**src/rtl/dac_spi_pkg.sv**
```systemverilog
// dac_spi_pkg: shared constants and types for the DAC SPI receiver.
//   Frame layout, MSB first: {4'b0000, data[7:0], 4'b0000}.
package dac_spi_pkg;

    localparam int FRAME_BITS = 16;
    localparam int DATA_MSB   = 11;
    localparam int DATA_LSB   = 4;
    localparam int DATA_W     = 8;

    typedef enum logic [1:0] {
        ERR_NONE  = 2'd0,
        ERR_SHORT = 2'd1,
        ERR_LONG  = 2'd2,
        ERR_PAD   = 2'd3
    } err_code_t;

    typedef enum logic {
        IDLE  = 1'b0,
        SHIFT = 1'b1
    } state_t;

    // True when either pad nibble of a frame is non-zero.
    function automatic logic pad_bad(input logic [FRAME_BITS-1:0] word);
        return (word[15:12] != 4'h0) || (word[3:0] != 4'h0);
    endfunction

endpackage

```
**src/rtl/spi_in_sync.sv**
```systemverilog
// spi_in_sync: input register chain plus one history register, with edge detect.
//   clk, rst_n : system clock, synchronous active-low reset
//   din        : raw pin
//   level      : last chain stage
//   rise, fall : level differs from history (combinational from registers)
module spi_in_sync
    import dac_spi_pkg::*;
#(
    parameter int   STAGES  = 1,
    parameter logic RST_VAL = 1'b0
) (
    input  logic clk,
    input  logic rst_n,
    input  logic din,
    output logic level,
    output logic rise,
    output logic fall
);

    logic [STAGES-1:0] chain;
    logic              hist;

    always_ff @(posedge clk) begin
        if (!rst_n) begin
            chain <= {STAGES{RST_VAL}};
            hist  <= RST_VAL;
        end else begin
            chain[0] <= din;
            for (int i = 1; i < STAGES; i++) begin
                chain[i] <= chain[i-1];
            end
            hist <= chain[STAGES-1];
        end
    end

    assign level = chain[STAGES-1];
    assign rise  = level & ~hist;
    assign fall  = ~level & hist;

endmodule

```
**src/rtl/dac_spi_rx.sv**
```systemverilog
// dac_spi_rx: SPI receiver / checker for 16-bit DAC frames.
//   clk, rst_n          : system clock, synchronous active-low reset
//   dac_sync/sclk/sdi   : SPI pins (sync active low, sclk idle low, MSB first)
//   rx_word             : last complete frame (good or bad)
//   rx_data             : data byte of the last good frame
//   rx_valid / rx_err   : one-cycle pulse per good / bad frame
//   err_code            : result of the last frame, held until the next one
//   good_cnt / err_cnt  : good frames (wrapping) / bad frames (saturating)
//
// state | meaning
// IDLE  | waiting for a sync fall while armed
// SHIFT | frame active, shifting sdi on sclk rises
module dac_spi_rx #(
    parameter int SYNC_STAGES = 1,
    parameter bit CHECK_PAD   = 1'b1
) (
    input  logic        clk,
    input  logic        rst_n,
    input  logic        dac_sync,
    input  logic        dac_sclk,
    input  logic        dac_sdi,
    output logic [15:0] rx_word,
    output logic [7:0]  rx_data,
    output logic        rx_valid,
    output logic        rx_err,
    output logic [1:0]  err_code,
    output logic [15:0] good_cnt,
    output logic [7:0]  err_cnt
);
    import dac_spi_pkg::*;

    logic sync_lvl, sync_rise, sync_fall;
    logic sclk_lvl, sclk_rise, sclk_fall;
    logic sdi_lvl, sdi_rise, sdi_fall;

    spi_in_sync #(.STAGES(SYNC_STAGES), .RST_VAL(1'b1)) u_sync (
        .clk(clk), .rst_n(rst_n), .din(dac_sync),
        .level(sync_lvl), .rise(sync_rise), .fall(sync_fall)
    );
    spi_in_sync #(.STAGES(SYNC_STAGES), .RST_VAL(1'b0)) u_sclk (
        .clk(clk), .rst_n(rst_n), .din(dac_sclk),
        .level(sclk_lvl), .rise(sclk_rise), .fall(sclk_fall)
    );
    spi_in_sync #(.STAGES(SYNC_STAGES), .RST_VAL(1'b0)) u_sdi (
        .clk(clk), .rst_n(rst_n), .din(dac_sdi),
        .level(sdi_lvl), .rise(sdi_rise), .fall(sdi_fall)
    );

    logic unused_edges;
    assign unused_edges = &{1'b0, sclk_lvl, sclk_fall, sdi_rise, sdi_fall};

    state_t            state;
    logic              armed;
    logic [3:0]        fill_cnt;
    logic              primed;
    logic [15:0]       shreg;
    logic [4:0]        bit_cnt;
    logic              overrun;
    logic              done;
    logic [15:0]       done_word;
    err_code_t         done_code;
    err_code_t         frame_code;

    // The sync pipe holds its reset value until real pin samples reach the
    // last stage; arming on that reset value would accept a frame that was
    // already in progress when reset was released.
    assign primed = (fill_cnt == 4'(SYNC_STAGES));

    always_comb begin
        frame_code = ERR_NONE;
        if (bit_cnt < 5'(FRAME_BITS)) begin
            frame_code = ERR_SHORT;
        end else if (overrun) begin
            frame_code = ERR_LONG;
        end else if (CHECK_PAD && pad_bad(shreg)) begin
            frame_code = ERR_PAD;
        end
    end

    always_ff @(posedge clk) begin
        if (!rst_n) begin
            state     <= IDLE;
            armed     <= 1'b0;
            fill_cnt  <= 4'd0;
            shreg     <= 16'h0000;
            bit_cnt   <= 5'd0;
            overrun   <= 1'b0;
            done      <= 1'b0;
            done_word <= 16'h0000;
            done_code <= ERR_NONE;
            rx_word   <= 16'h0000;
            rx_data   <= 8'h00;
            rx_valid  <= 1'b0;
            rx_err    <= 1'b0;
            err_code  <= 2'd0;
            good_cnt  <= 16'h0000;
            err_cnt   <= 8'h00;
        end else begin
            rx_valid <= 1'b0;
            rx_err   <= 1'b0;
            done     <= 1'b0;

            if (!primed) begin
                fill_cnt <= fill_cnt + 4'd1;
            end
            if (primed && sync_lvl) begin
                armed <= 1'b1;
            end

            // Frame result is captured separately so the next frame may
            // clear shreg on the very next edge (1-clk sync-high gap).
            if (done) begin
                rx_word  <= done_word;
                err_code <= done_code;
                if (done_code == ERR_NONE) begin
                    rx_valid <= 1'b1;
                    rx_data  <= done_word[DATA_MSB:DATA_LSB];
                    good_cnt <= good_cnt + 16'd1;
                end else begin
                    rx_err <= 1'b1;
                    if (err_cnt != 8'hFF) begin
                        err_cnt <= err_cnt + 8'd1;
                    end
                end
            end

            case (state)
                IDLE: begin
                    if (sync_fall && armed) begin
                        state   <= SHIFT;
                        bit_cnt <= 5'd0;
                        shreg   <= 16'h0000;
                        overrun <= 1'b0;
                    end
                end
                SHIFT: begin
                    if (sync_rise) begin
                        state     <= IDLE;
                        done      <= 1'b1;
                        done_word <= shreg;
                        done_code <= frame_code;
                    end else if (sclk_rise) begin
                        if (bit_cnt < 5'(FRAME_BITS)) begin
                            shreg   <= {shreg[14:0], sdi_lvl};
                            bit_cnt <= bit_cnt + 5'd1;
                        end else begin
                            overrun <= 1'b1;
                        end
                    end
                end
                default: state <= IDLE;
            endcase
        end
    end

endmodule

```
**config.mk**
```make
export PLATFORM = sky130hd
export DESIGN_NAME = dac_spi_rx
export DESIGN_NICKNAME = d
export VERILOG_FILES = /design/src/rtl/dac_spi_pkg.sv /design/src/rtl/spi_in_sync.sv /design/src/rtl/dac_spi_rx.sv
export SDC_FILE = /design/constraint.sdc
export NUM_CORES = 1
export LEC_CHECK = 0
export ABC_AREA = 0
export BUFFER_PORTS_ARGS = -buffer_cell sky130_fd_sc_hd__buf_2
export CAP_MARGIN = 40
export CORE_ASPECT_RATIO = 1.5
export CORE_MARGIN = 5
export CORE_UTILIZATION = 50
export DETAILED_ROUTE_END_ITERATION = 10
export PLACE_DENSITY = 0.76
export SYNTH_ARGS = -nofsm -noshare
export SYNTH_HDL_FRONTEND = slang
export SYNTH_SLANG_ARGS = --single-unit
export TNS_END_PERCENT = 50
```
**constraint.sdc**
```tcl
create_clock -name clk -period 2.15 [get_ports clk]
set_input_delay 0 -clock clk [delete_from_list [all_inputs] [get_ports clk]]
set_output_delay 0 -clock clk [all_outputs]
set_load 0.01 [all_outputs]
```
======== Word level (Yosys, flattened, before mapping) ========
Index checks and enable logic that the tools add are counted.
word-level totals
  input port bits ......................... 5
  word-level logic and storage cells ...... 78
  register bits ........................... 104
operators by class
  eq/ne operators ......................... 7
  reductions and logical operators ........ 13
  $lt $le $gt $ge ......................... 1
  mux-type cells .......................... 24
  bitwise operators ....................... 8
  $add $sub $neg .......................... 4
operators by type and width
  operator                                                                 count
  16-bit two-way mux                                                       4
  16-bit case mux with 2 select lines                                      1
  5-bit two-way mux                                                        4
  16-bit by 1-bit adder with 16-bit output, second input constant          1
  5-bit case mux with 2 select lines                                       1
  1-bit two-way mux                                                        9
  8-bit by 1-bit adder with 8-bit output, second input constant            1
  2-bit inequality test, second input constant                             4
  8-bit inequality test, second input constant                             1
  2-bit AND reduction                                                      4
  4-bit AND reduction                                                      2
  4-bit nonzero test                                                       2
  2-bit two-way mux                                                        3
  5-bit by 1-bit adder with 5-bit output, second input constant            1
  5-bit < comparator, second input constant                                1
  1-bit inverter                                                           5
  4-bit by 1-bit adder with 4-bit output, second input constant            1
  4-bit by 1-bit == test with 1-bit output, second input constant          1
  1-bit case mux with 2 select lines                                       2
  1-bit AND                                                                3
  3-bit AND reduction                                                      1
  1-bit logical AND                                                        2
  2-bit logical NOT                                                        1
  2-bit by 1-bit inequality test with 1-bit output, second input constant  1
  1-bit logical OR                                                         1

======== Longest topological paths before layout ========
  word-level depth ........................ 5
  gate-level depth with buffers ........... 7

======== Modules after synthesis ========
A second synthesis with hierarchy kept.
unflattened totals
  cells, all modules ...................... 411
  area total of the unflattened synthesis .. 3,922.5 sq um
modules (own cells, without submodules)
  module       area an instance (sq um)  times used  cells each
  dac_spi_rx   3,727.3                   1           393
  spi_in_sync  65.1                      3           6

======== Worst setup path after synthesis ========
OpenSTA, ideal clock, no wires.
  path type ............................... register to register
  start point ............................. reg good_cnt[0]
  end point ............................... reg good_cnt[14]
  arrival time ............................ 1.662 ns
  cell stages (with the launch flop) ...... 6
  library setup time ...................... 0.070 ns
  path slack .............................. 0.417 ns
  path through ............................ dfxtp_1 -> ha_1 -> nand4bb_4 -> or2_1 -> or4_1 -> a21oi_1
on the way
  cells in the longest elaborated chain, start to end .. 1
ends and longest elaborated chain
  item                                      RTL line           RTL
  start: declaration                        dac_spi_rx.sv:27   output logic [15:0] good_cnt,
  start signal: assignment                  dac_spi_rx.sv:118  good_cnt <= good_cnt + 16'd1;
  16-bit by 1-bit adder with 16-bit output  dac_spi_rx.sv:118
Every way passes these cells.
A chain may end at the register's enable or synchronous reset.

======== Final worst setup path ========
Same ends and word-level chain as after synthesis.

==> reports/summary.txt <==
Final hold violations: 0
Drt pass-1 iters: 4
Syn-to-layout area delta: 18.4%
Worst Skew: 0.00409 ns
Maxcap violations: 0
Mapped Cells: 414
Ys async rst share: 0%
Final Max Tran Viols: 0
Hold depth: 3
FMAX: 548 MHz
Most common cell in the netlist: dfxtp_1
Placed Area: 0.00431 sq mm
Starting DRC count in detailed routing: 171
Max Fanout on Critical Path: 5
Critical path type: reg -> reg
Die footprint: 0.00974 sq mm
FILL cells: 690
Syn Std Cell Area: 0.00392 sq mm
R2R setup slack: 0.32 ns
Share of layout cells above drive strength 1: 17.2%
# Post-CTS Setup Buffers: 0
Top post-synthesis cells by count: dfxtp_1 (104), nand2_1 (67), nor2_1 (47)
Largest net degree at the start of global routing: 59
Clock Pin Slew Worst Setup and Hold Paths: 0.06 ns
M2 GR Usage: 29.1%
Met3 usage: 4.57%
Inst Count DP: 561
P per Cell Area: 795 mW/mm^2
Design area: 0.00464 sq mm
Avg Cell Area, Syn: 9.46 sq um
CP endpoint kind: flip-flop
Clock sink count: 104
Leading area contributor after synthesis: dfxtp_1
FF+latch area: 0.00208 sq mm
Vias: 3083
Remaining DRCs: 0
Setup TNS: 0 ns
M1 GR Usage: 20.6%
Yosys warns: 0
Min-delay src: dac_sdi
Initial Util: 51.4%
Antenna violations before repair: 0
DRT Wirelength: 8090 um
First-pass GRT wire length: 13500 um
Startpoint types: flip-flop
Worst slack at placement: 0.331 ns
Cell Rows: 39
Ports: 57
Syn Nets: 424
Worst reg2reg path depth: 5
Relative max-transition margin: 59.8%
Cell Count, Final, Fillers Out: 580
Synthesized flop and latch total: 104
Worst-Margin Slew: 0.602 ns
Leak pwr: 1.84 nW
RSZ-0062 raised after global routing: false
Status: complete, no violations
Gpl congestion: 0.734
R2R Path Start: good_cnt[0]
CTS Root Cell: clkbuf_16
Max rail drop VDD: 0.000536 V
Die extent in x: 82.3 um
PnR worst setup slack: 0.324 ns
Final #Nets: 485
DP HPWL: 5580 um
Clock period minus worst slack: 1.83 ns
Total GRT Usage: 17.5%
Critical R2R Capture: good_cnt[14]
Primary FF master, synth: dfxtp_1
Largest cells by area after synthesis: dfxtp_1 (53%), nand2_1 (6.4%), mux2i_1 (5.4%)
Hold WC Path Type: in -> reg
Grt peak-use layer: met2
Top-area cell type share of the netlist area: 53.2%
Tcrit/Tclk final: 85.0%
Post-synth EDFFs: 0
Avg WL per Cell: 13.9 um
Vias in the first global route: 2960
Total grt overflow: 0
Die Span Y: 118 um
Setup violations, final: 0
Area of the multi-input gates: 0.00174 sq mm
Diode count: 0
Total CTS buffers: 9
H-tree Lvls: 3
Sequential area share after synthesis: 53.2%
PortBufs: 56
Clock latency on the worst-skew pair: 0.34 ns
Clk buf depth: 2
CP required: 2.42 ns
CTS tree: done
Distinct cells, synth: 43
CP Data Arrival Time: 2.10 ns
Total core area: 0.00761 sq mm
Via/cell ratio: 5.32
Post-route ant nets: 0
Min-Delay Endpoint: u_sdi.level
cell type report:
type,count,area share (%)
Clock buffer,14,5.91
Inverter,6,0.486
Multi-Input combinational cell,286,37.4
Sequential cell,104,44.9
Tap cell,102,2.75
Timing Repair Buffer,68,8.53
flip-flops by register name (all words and copies together), names as in the netlist, 2 cells and up:
name	count
err_code	2
bit_cnt	5
rx_data	8
good_cnt	16
done_code	2
err_cnt	8
fill_cnt	4
rx_word	16
done_word	16
shreg	16
timing repair:
action,in CTS,in global routing
endpoints found under the hold margin,4,0
resized for setup,0,0
hold buffers,5,0
routing by layer:
layer,up-vias,part of all wire [%]
li1,1549,-
met1,1443,41
met2,77,51
met3,14,5.1
met4,0,2.2
met5,-,0
placed cells by master (no fill, tap or decap), types with 5 or more instances in the layout:
cell and n:
nand4_1 10, mux2i_1 21, nor2_1 47, a22o_1 17
dfxtp_1 104, clkbuf_16 9, buf_4 6, dlygate4sd3_1 5
inv_1 5, a21oi_1 33, nand2b_1 10, ha_1 5
buf_2 56, nand3_1 6, xor2_1 12, nand2_1 67
xnor2_1 5, nor3_1 6, and2_1 5
metrics by stage:
stage	utilization (%)	hold WS, ns	total power [mW]
floorplan	-	0.0730	2.16
global placement	56.7	0.184	2.19
detailed placement	56.7	0.190	2.21
CTS	60.9	0.379	3.72
global route	60.9	0.407	3.83
finish	60.9	0.386	3.69
where the power goes:
part | leakage, nW | switching (mW) | internal [mW]
combinational | 0.868 | 0.102 | 0.0735
sequential | 0.839 | 0.0316 | 1.96
clock | 0.135 | 0.650 | 0.868
total | 1.84 | 0.784 | 2.90
worst max-delay path, stage by stage (launching register included):
cell and delay [ns]:
dfxtp_1 0.39, ha_1 0.25, nand4bb_4 0.15, or2_1 0.29, or4_1 0.51, a21oi_1 0.16
worst max path at each step:
stage	startpoint	end	slack [ns]	cells after the start
finish	good_cnt[0]	good_cnt[14]	0.32	5
global route	good_cnt[0]	good_cnt[14]	0.25	5
CTS	good_cnt[0]	good_cnt[14]	0.31	5
detailed placement	good_cnt[0]	good_cnt[14]	0.33	5
global placement	good_cnt[0]	good_cnt[14]	0.42	5
floorplan	good_cnt[0]	good_cnt[14]	0.42	5
logic make-up after synthesis:
logic type | Yosys count | synth area share [%]
compound gates | 69 | 11.6
xor+xnor | 17 | 3.80
fa+ha+maj | 5 | 1.60
buf+inv | 24 | 2.52
flops | 104 | 53.2
mux | 23 | 5.94
simple gates | 172 | 21.3
(Power assumes the default switching activity.)
